===== src/rtl/mem_wb_pkg.sv =====
// Shared widths, writeback-select encodings and payload sizing for the MEM/WB stage.
// No logic; imported by the stage top and testbench.
package mem_wb_pkg;

  localparam int XLEN_DEF = 64;
  localparam int RA_W_DEF = 5;

  localparam logic WB_SEL_ALU = 1'b0;
  localparam logic WB_SEL_MEM = 1'b1;

  function automatic int payload_w(input int xlen, input int ra_w);
    return xlen + ra_w + 1;
  endfunction

endpackage


===== src/rtl/pipe_skid_buf.sv =====
// Generic 2-entry valid/ready skid buffer with flush; 1-cycle latency when empty.
// in_rdy is registered (skid empty after the edge), so sink back-pressure never reaches the source combinationally.
module pipe_skid_buf #(
  parameter int WIDTH = 8
) (
  input  logic             clk,
  input  logic             i_rst_n,
  input  logic             i_flush,
  input  logic             i_in_vld,
  output logic             o_in_rdy,
  input  logic [WIDTH-1:0] i_in_dat,
  output logic             o_out_vld,
  input  logic             i_out_rdy,
  output logic [WIDTH-1:0] o_out_dat,
  output logic [1:0]       o_occ
);

  logic             r_main_vld;
  logic [WIDTH-1:0] r_main_dat;
  logic             r_skid_vld;
  logic [WIDTH-1:0] r_skid_dat;
  logic             r_in_rdy;
  logic [1:0]       r_occ;

  logic             w_acc;
  logic             w_push;
  logic             w_main_vld_nxt;
  logic [WIDTH-1:0] w_main_dat_nxt;
  logic             w_skid_vld_nxt;
  logic [WIDTH-1:0] w_skid_dat_nxt;

  assign w_acc  = i_in_vld & r_in_rdy;
  assign w_push = r_main_vld & i_out_rdy;

  // An accept implies the skid is empty, so skid->main and input->main never collide.
  always_comb begin
    w_main_vld_nxt = r_main_vld;
    w_main_dat_nxt = r_main_dat;
    w_skid_vld_nxt = r_skid_vld;
    w_skid_dat_nxt = r_skid_dat;
    if (!r_main_vld || w_push) begin
      if (r_skid_vld) begin
        w_main_vld_nxt = 1'b1;
        w_main_dat_nxt = r_skid_dat;
        w_skid_vld_nxt = 1'b0;
      end else if (w_acc) begin
        w_main_vld_nxt = 1'b1;
        w_main_dat_nxt = i_in_dat;
      end else begin
        w_main_vld_nxt = 1'b0;
      end
    end
    if (r_main_vld && !w_push && w_acc) begin
      w_skid_vld_nxt = 1'b1;
      w_skid_dat_nxt = i_in_dat;
    end
  end

  always_ff @(posedge clk) begin
    if (!i_rst_n) begin
      r_main_vld <= 1'b0;
      r_main_dat <= '0;
      r_skid_vld <= 1'b0;
      r_skid_dat <= '0;
      r_in_rdy   <= 1'b1;
      r_occ      <= 2'd0;
    end else if (i_flush) begin
      r_main_vld <= 1'b0;
      r_skid_vld <= 1'b0;
      r_in_rdy   <= 1'b1;
      r_occ      <= 2'd0;
    end else begin
      r_main_vld <= w_main_vld_nxt;
      r_main_dat <= w_main_dat_nxt;
      r_skid_vld <= w_skid_vld_nxt;
      r_skid_dat <= w_skid_dat_nxt;
      r_in_rdy   <= ~w_skid_vld_nxt;
      r_occ      <= r_occ + {1'b0, w_acc} - {1'b0, w_push};
    end
  end

  assign o_in_rdy  = r_in_rdy;
  assign o_out_vld = r_main_vld;
  assign o_out_dat = r_main_dat;
  assign o_occ     = r_occ;

endmodule


===== src/rtl/mem_wb_pipe.sv =====
// MEM/WB stage: selects writeback data at capture, masks x0 writes, holds beats in a 2-entry skid buffer.
// 1-cycle latency when empty; in_ready registered, drops only when the skid entry is occupied.
module mem_wb_pipe
  import mem_wb_pkg::*;
#(
  parameter int XLEN           = XLEN_DEF,
  parameter int RA_W           = RA_W_DEF,
  parameter bit ZERO_HARDWIRED = 1'b1
) (
  input  logic            clk,
  input  logic            reset,
  input  logic            in_valid,
  output logic            in_ready,
  input  logic            flush,
  input  logic [XLEN-1:0] read_data_in,
  input  logic [XLEN-1:0] result_alu_in,
  input  logic [RA_W-1:0] rd_in,
  input  logic            memtoreg_in,
  input  logic            regwrite_in,
  output logic            out_valid,
  input  logic            out_ready,
  output logic [XLEN-1:0] wb_data,
  output logic [RA_W-1:0] wb_rd,
  output logic            wb_we,
  output logic [1:0]      occupancy
);

  localparam int PW = payload_w(XLEN, RA_W);

  logic [XLEN-1:0] w_sel_data;
  logic            w_we_in;
  logic [PW-1:0]   w_in_dat;
  logic [PW-1:0]   w_out_dat;
  logic            w_out_vld;

  assign w_sel_data = (memtoreg_in == WB_SEL_MEM) ? read_data_in : result_alu_in;
  assign w_we_in    = regwrite_in & ~(ZERO_HARDWIRED && (rd_in == '0));
  assign w_in_dat   = {w_sel_data, rd_in, w_we_in};

  pipe_skid_buf #(
    .WIDTH(PW)
  ) u_skid (
    .clk       (clk),
    .i_rst_n   (reset),
    .i_flush   (flush),
    .i_in_vld  (in_valid),
    .o_in_rdy  (in_ready),
    .i_in_dat  (w_in_dat),
    .o_out_vld (w_out_vld),
    .i_out_rdy (out_ready),
    .o_out_dat (w_out_dat),
    .o_occ     (occupancy)
  );

  assign out_valid = w_out_vld;
  assign wb_data   = w_out_dat[PW-1 -: XLEN];
  assign wb_rd     = w_out_dat[RA_W:1];
  // Stale we bits of an empty entry must never reach the register file or forwarding match.
  assign wb_we     = w_out_vld & w_out_dat[0];

endmodule


===== config.mk =====
export PLATFORM = sky130hd
export DESIGN_NAME = mem_wb_pipe
export DESIGN_NICKNAME = d
export VERILOG_FILES = /design/src/rtl/mem_wb_pkg.sv /design/src/rtl/pipe_skid_buf.sv /design/src/rtl/mem_wb_pipe.sv
export SDC_FILE = /design/constraint.sdc
export NUM_CORES = 1
export LEC_CHECK = 0
export CORE_ASPECT_RATIO = 1.2
export CORE_MARGIN = 4
export CORE_UTILIZATION = 48
export DETAILED_ROUTE_END_ITERATION = 6
export PLACE_DENSITY = 0.84
export RECOVER_POWER = 50
export SYNTH_ARGS = -nofsm -noshare
export SYNTH_HDL_FRONTEND = slang
export SYNTH_SLANG_ARGS = --single-unit

===== constraint.sdc =====
create_clock -name clk -period 1.7 [get_ports clk]
set_clock_uncertainty 0.05 [all_clocks]
set_input_delay 0.17 -clock clk [delete_from_list [all_inputs] [get_ports clk]]
set_output_delay 0.17 -clock clk [all_outputs]
set_load 0.02 [all_outputs]

======== Yosys cells after proc, flatten, opt, wreduce, memory -nomap -nowiden ========
Index checks and enable logic that the tools add are counted.
Widths: inputs -> output; s select.
word-level totals
  input bits .............................. 140
  logic and storage cells ................. 33
  register bits ........................... 145
cells by class
  bitwise operators ....................... 8
  mux-type cells .......................... 7
  reductions and logical operators ........ 10
  add/subtract/negate cells ............... 2
operator list
  operator           count
  $mux 70            2
  $mux 64            1
  $logic_not 5->1    1
  $and 1x1->1        4
  $mux 1             4
  $not 1->1          4
  $reduce_and 3->1   1
  $add 2x1->2        1
  $logic_and 1x1->1  2
  $logic_not 1->1    2
  $reduce_and 2->1   1
  $reduce_bool 2->1  1
  $reduce_or 2->1    1
  $sub 2x1->2        1
  $logic_or 1x1->1   1

======== Depth between registers and ports, before layout ========
  word-level depth ........................ 6
  mapped depth ............................ 7
  gate-level depth less buffers ........... 7

======== Hierarchy ========
A second synthesis with hierarchy kept.
unflattened totals
  cells, all modules ...................... 782
  area, all modules ....................... 7362.1 sq um
modules (own cells, without submodules)
  module         cells an instance  times used  area each (sq um)  sequential area each (sq um)
  pipe_skid_buf  708                1           6545.0             2902.8
  mem_wb_pipe    74                 1           817.0              0.0

======== Least setup slack after synthesis ========
No wires, ideal clock.
  path type ............................... register -> register
  start ................................... reg u_skid.r_main_vld (netlist: u_skid.o_out_vld)
  end ..................................... reg u_skid.r_occ[1] (netlist: u_skid.o_occ[1])
  setup time .............................. 0.115 ns
  setup slack ............................. 0.164 ns
  path buffers ............................ 0
  arrival time ............................ 1.371 ns
  clock period less this slack ............ 1.536 ns
  required time ........................... 1.535 ns
  cell stages (with the launch flop) ...... 8
  cells stage by stage .................... dfxtp_1 > and2_1 > ha_1 > inv_1 > ha_1 > xor2_1 > xnor2_1 > nor2_1
between the ends
  word-level cells in the longest chain between the ends .. 2
RTL lines
  element                   RTL line             source
  start: declaration        pipe_skid_buf.sv:18  logic r_main_vld;
  start signal: assignment  pipe_skid_buf.sv:73  r_main_vld <= w_main_vld_nxt;
  $and 1x1->1               pipe_skid_buf.sv:33  assign w_push = r_main_vld & i_out_rdy;
  $sub 2x1->2               pipe_skid_buf.sv:78  r_occ <= r_occ + {1'b0, w_acc} - {1'b0, w_push};
  end signal: assignment    pipe_skid_buf.sv:78
  end: declaration          pipe_skid_buf.sv:23  logic [1:0] r_occ;
Every way passes these cells.
A chain may end at the register's enable or synchronous reset.

======== Worst setup path after layout ========
  start ................................... reg u_skid.r_in_rdy (netlist: u_skid.o_in_rdy)
  end ..................................... out in_ready
RTL lines
  element                   RTL line             source
  start: declaration        pipe_skid_buf.sv:22  logic r_in_rdy;
  start signal: assignment  pipe_skid_buf.sv:77  r_in_rdy <= ~w_skid_vld_nxt;
  end: declaration          mem_wb_pipe.sv:13    output logic in_ready,
No word-level cell between the ends.

==> flow_summary.json <==
{
  "status": "finished, final reports clean",
  "worstPathCellList": "clkdlybuf4s50_1",
  "ys_ff_latch": 145,
  "reg2regPathDepth": 4,
  "r2r-start": "u_skid.r_skid_vld$_SDFF_PP0_",
  "clk_transition_reported_paths_ps": 60,
  "cts_tree": "yes",
  "yosysSeqAreaShare": 0.404,
  "postSynthCellCount": 802,
  "crit_buf_inv": 1,
  "finalPower_mw": 8.48,
  "finalWirelength_mm": 19.6,
  "grt.total_usage": 0.223,
  "grt_antenna_before_repair": 0,
  "num-nets-final": 1057,
  "vias_per_cell": 5.58,
  "worst_path_dominant_cell_family": "buffers and inverters",
  "clockBufferDepth": 2,
  "dieHeight_um": 142,
  "setup_viol": 0,
  "fin_crit_sh": 0.972,
  "first_global_vias": 6252,
  "std_cell_rows": 48,
  "hold_ws_ps": 82.4,
  "clkSinkCount": 145,
  "numPlacedInstances": 1096,
  "routed_wire_length_per_instance_um": 17.4,
  "hp-start": "reset",
  "via_count": 6297,
  "fraction_of_layout_cells_with_a_size_suffix_above_1": 0.0905,
  "worst_setup_path_startpoint": "u_skid.o_in_rdy$_SDFF_PP1_",
  "pre_cts_setup_slack_ps": -115,
  "fin_setup_tns_ps": 0,
  "worst_ir_drop_vdd_mv": 0.510,
  "synthTopCellsByArea": "sky130_fd_sc_hd__dfxtp_1 (40%), sky130_fd_sc_hd__mux2i_1 (9.6%), sky130_fd_sc_hd__nor3_1 (9.0%)",
  "post-dp-hpwl_mm": 13.0,
  "criticalPathCategory": "reg2out",
  "crit_cells": 1,
  "worst_hold_path.num_cells": 2,
  "cp_data_required_time_ps": 1480,
  "placement.io_buffers": 213,
  "grt.overflow.total": 0,
  "cts_inserted_buffers": 17,
  "critical_path_arrival_ps": 1430,
  "routabilityCongestion": 0.778,
  "fmax_mhz": 605,
  "drt-pass1-iter-count": 5,
  "area_delta_synth_final_pct": 32.8,
  "postLayoutCellArea_mm2": 0.00954,
  "die_w_um": 120,
  "slew_violations": 0,
  "synth_area_leader_cell": "sky130_fd_sc_hd__dfxtp_1",
  "worstSetupEndpointType": "output pin",
  "clkLatencyLatePin_ps": 420,
  "timing_worst_slew_pin_value_ps": 792,
  "post_synth_cell_types": 36,
  "p_leak_nw": 3.20,
  "crit_path_max_fanout": 5,
  "syn_area_per_cell_um2": 8.95,
  "postLayoutCoreUtil": 0.656,
  "design.die.area_mm2": 0.0170,
  "synthesis.area_mm2": 0.00718,
  "timing.final.crit_period_ps": 1650,
  "drt_iter0_markers": 406,
  "net_count_after_synthesis": 944,
  "grt_setup_unrepaired": "no",
  "timing.final.hold_violations": 0,
  "post_dp_cell_area_mm2": 0.00906,
  "synth_top_cell_area_share": 0.404,
  "antenna_cells_inserted": 0,
  "relative_max_transition_margin": 0.472,
  "cellPowerDensity_mw_per_mm2": 889,
  "yosys_warnings": 0,
  "slowest_delay_ps": 630,
  "effective_utilization_at_floorplan": 0.494,
  "cts_max_level": 4,
  "ioPinCount": 214,
  "grt_max_degree": 71,
  "worst_setup_path_start_kind": "flop",
  "worst_slack_ps": 47.8,
  "class_of_the_tightest_hold_or_removal_check": "in2reg",
  "coreArea_mm2": 0.0145,
  "layout.cells.non_filler": 1128,
  "drc": 0,
  "max_cap_viol_count": 0,
  "ant_nets": 0,
  "cts_root_buffer": "sky130_fd_sc_hd__clkbuf_16",
  "grt_first_pass_wirelength_mm": 31.1,
  "timing.critical_path.slowest_stage_cell": "sky130_fd_sc_hd__clkdlybuf4s50_1"
}
==> state kept, by name, indices dropped and copies added, names as in the netlist <==
register and cells:
u_skid.o_out_dat 70, u_skid.o_in_rdy 1, u_skid.r_skid_vld 1, u_skid.r_skid_dat 70
u_skid.o_out_vld 1, u_skid.o_occ 2
==> Yosys cell counts, drive strengths merged <==
master	n
a21o	1
mux2i	69
a211oi	5
a311oi	1
nor2	2
nand4	1
and3	2
or4	1
or3	1
ha	2
buf	110
nor3	129
inv	4
clkbuf	36
nand2b	1
nand2	66
nand4b	1
o2111ai	1
a21oi	71
and2	3
and4b	1
o22ai	64
nor2b	1
o21ai	7
nand3	5
dfxtp	145
mux2	64
xnor2	1
a31oi	6
xor2	1
==> report_power, final <==
| group | leakage (nW) | switching, mW | internal, mW | total, mW |
|---|---|---|---|---|
| sequential | 1.18 | 0.0621 | 3.52 | 3.58 |
| combinational | 1.76 | 0.643 | 0.705 | 1.35 |
| clock | 0.266 | 1.45 | 2.10 | 3.55 |
| total | 3.20 | 2.16 | 6.32 | 8.48 |
==> timing repair <==
action	in CTS	in global routing
buffers inserted	0	0
gates resized for setup	1	2
hold endpoints to repair	0	0
cloned	0	0
setup endpoints to repair	1	2
hold buffers	0	0
==> path summary, 6_finish.rpt <==
path | end | slack [ps]
min reg2reg | u_skid.o_out_dat[42]$_SDFFE_PN0P_ | 420
max | in_ready | 50
min | u_skid.o_occ[0]$_SDFF_PP0_ | 80
max reg2reg | u_skid.o_out_dat[10]$_SDFFE_PN0P_ | 60
==> cells by family after synthesis <==
family                   after synthesis  share of synthesized area
AO/OA/AOI/OAI                        156                      0.128
XOR/XNOR                               2                    0.00244
adder cells (fa/ha/maj)                2                    0.00348
buffers and inverters                150                      0.124
flip-flops                           145                      0.404
multiplexers                         133                      0.197
AND/OR/NAND/NOR                      214                      0.141
==> routing by layer <==
metal	global-route usage	vias to the layer above	part of all wire
li1	-	3038	-
met1	0.266	2969	0.40
met2	0.381	257	0.50
met3	0.0676	33	0.078
met4	0.0856	0	0.026
met5	0	-	0
==> layout make-up <==
| type | instances | area, µm² |
|---|---|---|
| Fill cell | 1207 | 5000 |
| Multi-Input combinational cell | 507 | 3380 |
| Sequential cell | 145 | 2900 |
| Timing Repair Buffer | 240 | 2420 |
| Clock buffer | 21 | 460 |
| Tap cell | 200 | 250 |
| Clock inverter | 11 | 105 |
| Inverter | 4 | 15.0 |
==> cell usage in the layout (no fill, tap or decap), drive strengths merged, types with 2 or more instances in the layout <==
cell type / Yosys / final
o21ai: 7 / 7
a31oi: 6 / 6
mux2: 64 / 64
buf: 110 / 28
nor3: 129 / 129
ha: 2 / 2
clkbuf: 36 / 24
clkinvlp: 0 / 4
and3: 2 / 2
dfxtp: 145 / 145
nand3: 5 / 5
nand2: 66 / 66
inv: 4 / 6
a21oi: 71 / 71
and2: 3 / 3
a211oi: 5 / 5
clkinv: 0 / 4
nor2: 2 / 2
clkdlybuf4s50: 0 / 207
mux2i: 69 / 69
o22ai: 64 / 64
Note: power is estimated with default switching activity, not from simulation.
